`src/rtl/fare_pkg.sv`:
```
// rtl/fare_pkg.sv - shared state encoding and default constants for the fare account server
package fare_pkg;

    typedef enum logic [1:0] {
        IDLE    = 2'd0,
        RESPOND = 2'd1,
        DEBIT   = 2'd2
    } fare_state_t;

    localparam int NUM_CARDS_DEF = 8;
    localparam int BAL_W_DEF     = 8;
    localparam int FARE_DEF      = 25;
    localparam int TIMEOUT_DEF   = 16;

endpackage

```
`src/rtl/fare_balance_store.sv`:
```
// rtl/fare_balance_store.sv - per-card balance/active table with debit bypass and load-over-debit priority
module fare_balance_store
    import fare_pkg::*;
#(
    parameter int NUM_CARDS = NUM_CARDS_DEF,
    parameter int ID_W      = $clog2(NUM_CARDS_DEF),
    parameter int BAL_W     = BAL_W_DEF,
    parameter int FARE      = FARE_DEF
) (
    input  logic             clk,
    input  logic             rst_n,
    input  logic [ID_W-1:0]  i_rd_id,
    output logic [BAL_W-1:0] o_rd_bal,
    output logic             o_rd_active,
    input  logic             i_dbt_en,
    input  logic [ID_W-1:0]  i_dbt_id,
    input  logic             i_ld_en,
    input  logic [ID_W-1:0]  i_ld_id,
    input  logic [BAL_W-1:0] i_ld_amt,
    input  logic             i_ld_active
);

    localparam logic [BAL_W-1:0] FARE_V = BAL_W'(FARE);

    logic [BAL_W-1:0]     r_bal [NUM_CARDS];
    logic [NUM_CARDS-1:0] r_active;
    logic [BAL_W-1:0]     w_dbt_bal;

    // Saturating debit of the card being charged this cycle (never wraps below zero)
    always_comb begin
        w_dbt_bal = (r_bal[i_dbt_id] >= FARE_V) ? (r_bal[i_dbt_id] - FARE_V) : '0;
    end

    // Lookup port: a lookup of the card being debited this cycle sees the post-debit balance
    always_comb begin
        o_rd_bal    = r_bal[i_rd_id];
        o_rd_active = r_active[i_rd_id];
        if (i_dbt_en && (i_rd_id == i_dbt_id)) begin
            o_rd_bal = w_dbt_bal;
        end
    end

    // Table update: an admin load overwrites and hides a debit to the same card
    always_ff @(posedge clk or negedge rst_n) begin
        if (!rst_n) begin
            for (int i = 0; i < NUM_CARDS; i++) begin
                r_bal[i] <= '0;
            end
            r_active <= '0;
        end else begin
            for (int i = 0; i < NUM_CARDS; i++) begin
                if (i_ld_en && (i_ld_id == ID_W'(i))) begin
                    r_bal[i]    <= i_ld_amt;
                    r_active[i] <= i_ld_active;
                end else if (i_dbt_en && (i_dbt_id == ID_W'(i))) begin
                    r_bal[i] <= w_dbt_bal;
                end
            end
        end
    end

endmodule

```
`src/rtl/fare_account_server.sv`:
```
// rtl/fare_account_server.sv - gate-facing card lookup/debit FSM with response timeout
module fare_account_server
    import fare_pkg::*;
#(
    parameter int NUM_CARDS = NUM_CARDS_DEF,
    parameter int ID_W      = $clog2(NUM_CARDS_DEF),
    parameter int BAL_W     = BAL_W_DEF,
    parameter int FARE      = FARE_DEF,
    parameter int TIMEOUT   = TIMEOUT_DEF
) (
    input  logic             clk,
    input  logic             rst_n,
    input  logic             i_nfc,
    input  logic [ID_W-1:0]  i_card_id,
    input  logic             i_maintenance,
    input  logic             i_reduce_bal,
    output logic             o_card_active,
    output logic             o_fund_enough,
    output logic             o_resp_valid,
    input  logic             i_load_en,
    input  logic [ID_W-1:0]  i_load_id,
    input  logic [BAL_W-1:0] i_load_amt,
    input  logic             i_load_active,
    output logic             o_debit_err
);

    localparam int               CNT_W  = (TIMEOUT > 1) ? $clog2(TIMEOUT) : 1;
    localparam logic [BAL_W-1:0] FARE_V = BAL_W'(FARE);
    localparam logic [CNT_W-1:0] CNT_LAST = CNT_W'(TIMEOUT - 1);

    fare_state_t      r_state;
    logic [ID_W-1:0]  r_id;
    logic [CNT_W-1:0] r_cnt;
    logic             r_card_active;
    logic             r_fund_enough;
    logic             r_resp_valid;
    logic             r_debit_err;

    fare_state_t      w_state_nxt;
    logic [ID_W-1:0]  w_id_nxt;
    logic [CNT_W-1:0] w_cnt_nxt;
    logic             w_card_active_nxt;
    logic             w_fund_enough_nxt;
    logic             w_resp_valid_nxt;
    logic             w_debit_err_nxt;
    logic             w_dbt_en;
    logic             w_lookup;
    logic [BAL_W-1:0] w_rd_bal;
    logic             w_rd_active;

    fare_balance_store #(
        .NUM_CARDS (NUM_CARDS),
        .ID_W      (ID_W),
        .BAL_W     (BAL_W),
        .FARE      (FARE)
    ) u_store (
        .clk         (clk),
        .rst_n       (rst_n),
        .i_rd_id     (i_card_id),
        .o_rd_bal    (w_rd_bal),
        .o_rd_active (w_rd_active),
        .i_dbt_en    (w_dbt_en),
        .i_dbt_id    (r_id),
        .i_ld_en     (i_load_en),
        .i_ld_id     (i_load_id),
        .i_ld_amt    (i_load_amt),
        .i_ld_active (i_load_active)
    );

    // Next-state and response: maintenance clears everything, a fresh tap always restarts the lookup
    always_comb begin
        w_state_nxt       = r_state;
        w_id_nxt          = r_id;
        w_cnt_nxt         = r_cnt;
        w_card_active_nxt = r_card_active;
        w_fund_enough_nxt = r_fund_enough;
        w_resp_valid_nxt  = r_resp_valid;
        w_debit_err_nxt   = (r_state == IDLE) && i_reduce_bal;
        w_dbt_en          = 1'b0;
        w_lookup          = i_nfc && !i_maintenance;

        if (i_maintenance) begin
            w_state_nxt       = IDLE;
            w_card_active_nxt = 1'b0;
            w_fund_enough_nxt = 1'b0;
            w_resp_valid_nxt  = 1'b0;
        end else begin
            case (r_state)
                RESPOND: begin
                    if (i_reduce_bal) begin
                        w_state_nxt = DEBIT;
                    end else if (r_cnt == CNT_LAST) begin
                        w_state_nxt       = IDLE;
                        w_card_active_nxt = 1'b0;
                        w_fund_enough_nxt = 1'b0;
                        w_resp_valid_nxt  = 1'b0;
                    end else begin
                        w_cnt_nxt = r_cnt + 1'b1;
                    end
                end
                DEBIT: begin
                    w_dbt_en          = 1'b1;
                    w_state_nxt       = IDLE;
                    w_card_active_nxt = 1'b0;
                    w_fund_enough_nxt = 1'b0;
                    w_resp_valid_nxt  = 1'b0;
                end
                default: begin
                    w_state_nxt = IDLE;
                end
            endcase

            if (w_lookup) begin
                w_state_nxt       = RESPOND;
                w_id_nxt          = i_card_id;
                w_cnt_nxt         = '0;
                w_card_active_nxt = w_rd_active;
                w_fund_enough_nxt = (w_rd_bal >= FARE_V);
                w_resp_valid_nxt  = 1'b1;
            end
        end
    end

    // State, latched card, timeout counter and registered gate outputs
    always_ff @(posedge clk or negedge rst_n) begin
        if (!rst_n) begin
            r_state       <= IDLE;
            r_id          <= '0;
            r_cnt         <= '0;
            r_card_active <= 1'b0;
            r_fund_enough <= 1'b0;
            r_resp_valid  <= 1'b0;
            r_debit_err   <= 1'b0;
        end else begin
            r_state       <= w_state_nxt;
            r_id          <= w_id_nxt;
            r_cnt         <= w_cnt_nxt;
            r_card_active <= w_card_active_nxt;
            r_fund_enough <= w_fund_enough_nxt;
            r_resp_valid  <= w_resp_valid_nxt;
            r_debit_err   <= w_debit_err_nxt;
        end
    end

    assign o_card_active = r_card_active;
    assign o_fund_enough = r_fund_enough;
    assign o_resp_valid  = r_resp_valid;
    assign o_debit_err   = r_debit_err;

endmodule

```
`config.mk`:
```
export PLATFORM = sky130hd
export DESIGN_NAME = fare_account_server
export DESIGN_NICKNAME = d
export VERILOG_FILES = /design/src/rtl/fare_pkg.sv /design/src/rtl/fare_balance_store.sv /design/src/rtl/fare_account_server.sv
export SDC_FILE = /design/constraint.sdc
export NUM_CORES = 1
export LEC_CHECK = 0
export ABC_AREA = 1
export ABC_CLOCK_PERIOD_IN_PS = 2600
export CAP_MARGIN = 20
export CORE_ASPECT_RATIO = 1.75
export CORE_UTILIZATION = 55
export DETAILED_ROUTE_END_ITERATION = 12
export MAX_ROUTING_LAYER = met4
export PLACE_DENSITY = 0.74
export SLEW_MARGIN = 5
export SYNTH_ARGS = -nofsm -noshare
export SYNTH_HDL_FRONTEND = slang
export SYNTH_SLANG_ARGS = --single-unit
```
`constraint.sdc`:
```
create_clock -name clk -period 2.6 [get_ports clk]
set_input_delay 0.26 -clock clk [delete_from_list [all_inputs] [get_ports clk]]
set_output_delay 0.26 -clock clk [all_outputs]
set_load 0.005 [all_outputs]
```
==> run_results.csv <==
group,metric,value,unit
outcome,status,"completed",
worst_setup_path,worstSetupStartpointType,"register",
sta,tns,0,ns
worst_setup_path,reg2reg_setup_slack,0.13,ns
sta,min_period,2.473,ns
sta,finalHoldViolCount,0,
route,routed_wl,16.59,mm
sta,finalMaxSlewViolations,0,
grt,grt_first_pass_wirelength,26.88,mm
yosys,ys_warn_count,0,
worst_setup_path,regToRegEndpoint,"u_store.r_bal[1]$_DFFE_PN0P_",
floorplan,io_pins,25,
power_and_ir_drop,p_sw,1.677,mW
placement,dp_slack,0.1654,ns
clock_tree,root_buffer,"clkbuf_16",
layout,fill_cells,767,
worst_setup_path,r2r_cells,15,
yosys,ys_types,37,
worst_setup_path,critPathMaxFanout,34,
clock_tree,clk_latency,0.34,ns
power_and_ir_drop,combinationalPowerShare,0.305,
grt,grt-ovfl-total,0,
worst_setup_path,cp.required,2.79,ns
sta,fmax,404.4,MHz
power_and_ir_drop,ir_drop,0.4711,mV
layout,layout_commonest_cell,"nand2_1",
floorplan,die_area,9507,sq um
route,drc,0,
sta,tightestPinTransition,0.6663,ns
worst_setup_path,r2r_start,"r_id[0]$_DFFE_PN0P_",
power_and_ir_drop,p_leak,2.757,nW
yosys,ys_ff_latch,85,
yosys,netlist_area,5009,sq um
floorplan,die_w,74.14,microns
floorplan,core,8727,sq um
worst_setup_path,critPathArrivalTime,2.66,ns
power_and_ir_drop,fin_total_pwr,4.592,mW
power_and_ir_drop,pwr_density_cell,799.5,nW/um^2
layout,nets,726,
sta,finalWorstSetupSlack,0.1269,ns
yosys,synth_edf_count,0,
hold_path,hold_path.class,"in2async",
clock_tree,cts_num_sinks,85,
layout,syn_to_final_growth,14.69,%
route,vias,5208,
placement,port_buffers,24,
route,via_per_inst,6.343,
layout,final_util,0.6582,
grt,grt_pass1_vias,5254,
floorplan,die_y,128.2,microns
grt,grt_max_degree,86,
power_and_ir_drop,swShare,0.3651,
floorplan,initial_utilization,0.5739,
route,drt_iter0_drc,533,
sta,clock-skew-final,0.007399,ns
sta,setup_viol,0,
yosys,avgSynthCellArea,7.453,sq um
sta,min_period_over_period,0.9512,
route,wire_per_inst,20.21,microns
power_and_ir_drop,sequentialPowerShare,0.389,
yosys,ys_seq_area_frac,0.4247,
clock_tree,postCtsSetupBuffers,0,
yosys,ys.flop_type,"dfrtp_1",
worst_setup_path,crit_path_end_kind,"register",
flow_run,max_cap_viol_count,0,
yosys,synthArstFlopShare,1.000,
yosys,syn_inst,672,
clock_tree,cts_buffers,9,
layout,final_cell_area,5744,sq um
power_and_ir_drop,power.share.clock,0.306,
sta,rsz0062_at_grt,"true",
yosys,synth_nets,699,
clock_tree,cts_max_path_buffers,2,
placement,dpl_cell_area,5406,sq um
placement,post-dp-hpwl,12.15,mm
layout,drive_gt1_frac,0.06392,
route,ant_nets,0,
placement,place_congestion,1.050,
route,dr.pass1.iters,5,
grt,grt_usage,0.3966,
layout,antennaDiodeCount,0,
grt,antenna_found_initial,0,
worst_setup_path,path_class,"reg2reg",
clock_tree,htree_levels,3,
sta,slew_headroom,0.5542,
layout,final_cell_mix,"nand2_1 (259), dfrtp_1 (85), o221ai_1 (64)",
power_and_ir_drop,p_int,2.916,mW
floorplan,row_count,45,
clock_tree,cts_tree,"yes",
clock_tree,path_clk_slew,0.06,ns
==> cells by family (layout without fill, tap and decap cells) <==
family	count (synthesis)	count (layout)	share of synthesized area
compound gates	122	122	0.1789
xor+xnor	2	2	0.003498
fa+ha+maj	6	6	0.01499
buf+inv	84	116	0.07195
flops	85	85	0.4247
simple gates	373	373	0.3060
==> worst max-delay path by stage <==
stage                        startpoint                            end  slack (ns)
floorplan           r_id[0]$_DFFE_PN0P_      o_fund_enough$_DFFE_PN0P_        0.58
finish              r_id[0]$_DFFE_PN0P_   u_store.r_bal[1]$_DFFE_PN0P_        0.13
CTS                 r_id[0]$_DFFE_PN0P_   u_store.r_bal[9]$_DFFE_PN0P_        0.16
global route        r_id[0]$_DFFE_PN0P_  u_store.r_bal[28]$_DFFE_PN0P_       -0.01
global placement    r_id[0]$_DFFE_PN0P_  u_store.r_bal[10]$_DFFE_PN0P_        0.27
detailed placement  r_id[0]$_DFFE_PN0P_  u_store.r_bal[57]$_DFFE_PN0P_        0.17
==> repair_timing <==
item	CTS	global route
hold endpoints to repair	85	0
setup endpoints to repair	0	4
hold buffers	1	0
gates resized for setup	0	0
==> area by class of cell <==
cell class	count	area (sq um)	area share
clock buffers	13	260.3	0.04531
multi-input cells	503	2521	0.4389
repair buffers	39	390.4	0.06796
flip-flops and latches	85	2127	0.3703
inverters	61	231.5	0.04030
well taps	117	146.4	0.02548
clock inverters	3	67.56	0.01176
==> cell usage after synthesis (2+ instances only) <==
library cell / count / area (sq um)
clkbuf_1: 13 / 48.80
o221ai_1: 64 / 560.5
inv_1: 58 / 217.7
buf_4: 2 / 15.01
o31ai_1: 4 / 30.03
nor3_1: 5 / 25.02
o21ai_0: 29 / 145.1
a211oi_1: 2 / 15.01
nand4_1: 2 / 12.51
dfrtp_1: 85 / 2127
xor2_1: 2 / 17.52
nand2_2: 4 / 25.02
o2111ai_1: 2 / 17.52
a21oi_1: 11 / 55.05
nor2_1: 57 / 214.0
nand3_2: 2 / 20.02
inv_2: 2 / 7.510
nand3_4: 2 / 35.03
buf_6: 4 / 45.04
buf_2: 4 / 20.02
nand2_1: 259 / 972.2
nand3_1: 36 / 180.2
a22oi_1: 2 / 15.01
o22ai_1: 3 / 18.77
ha_1: 6 / 75.07
==> power groups by stage <==
| stage | Sequential (mW) | Clock (mW) | Combinational [mW] |
|---|---|---|---|
| after floorplan | 1.71 | 0 | 0.949 |
| after global placement | 1.79 | 0 | 1.33 |
| after detailed placement | 1.79 | 0 | 1.37 |
| after CTS | 1.77 | 1.41 | 1.37 |
| after global routing | 1.81 | 1.46 | 1.56 |
| final | 1.78 | 1.40 | 1.40 |
==> metrics by stage <==
step                      hold WS (ns)  std cells
final                           0.4614        821
after detailed placement        0.3289        804
after CTS                       0.4850        821
after floorplan               -0.03559        672
after global placement          0.3188        804
after global routing            0.5175        821
==> state kept, by name, summed over array words and instances, names as in the netlist <==
register / cells
u_store.r_active: 8
u_store.r_bal: 64
o_debit_err: 1
o_resp_valid: 1
o_fund_enough: 1
o_card_active: 1
r_cnt: 4
r_state: 2
r_id: 3
==> per-layer routing <==
layer | vias to the layer above | part of all wire | track usage
met2 | 317 | 0.49 | 0.6187
li1 | 2338 | - | -
met1 | 2440 | 0.35 | 0.4314
met5 | - | 0 | -
met3 | 113 | 0.077 | 0.08019
met4 | 0 | 0.084 | 0.3054
==> critical path, cell delays in order, from the launching register on <==
cell and delay (ns):
dfrtp_1 0.37, buf_12 0.20, inv_4 0.12, nand2_1 0.08
nand2_1 0.05, nand2_1 0.05, nand3_1 0.11, nand2_2 0.14
inv_1 0.06, ha_1 0.19, nand2_1 0.07, nor2_1 0.05
nor2_1 0.17, nand2_4 0.14, nand2_1 0.33, o221ai_1 0.18
(Power assumes the default switching activity.)
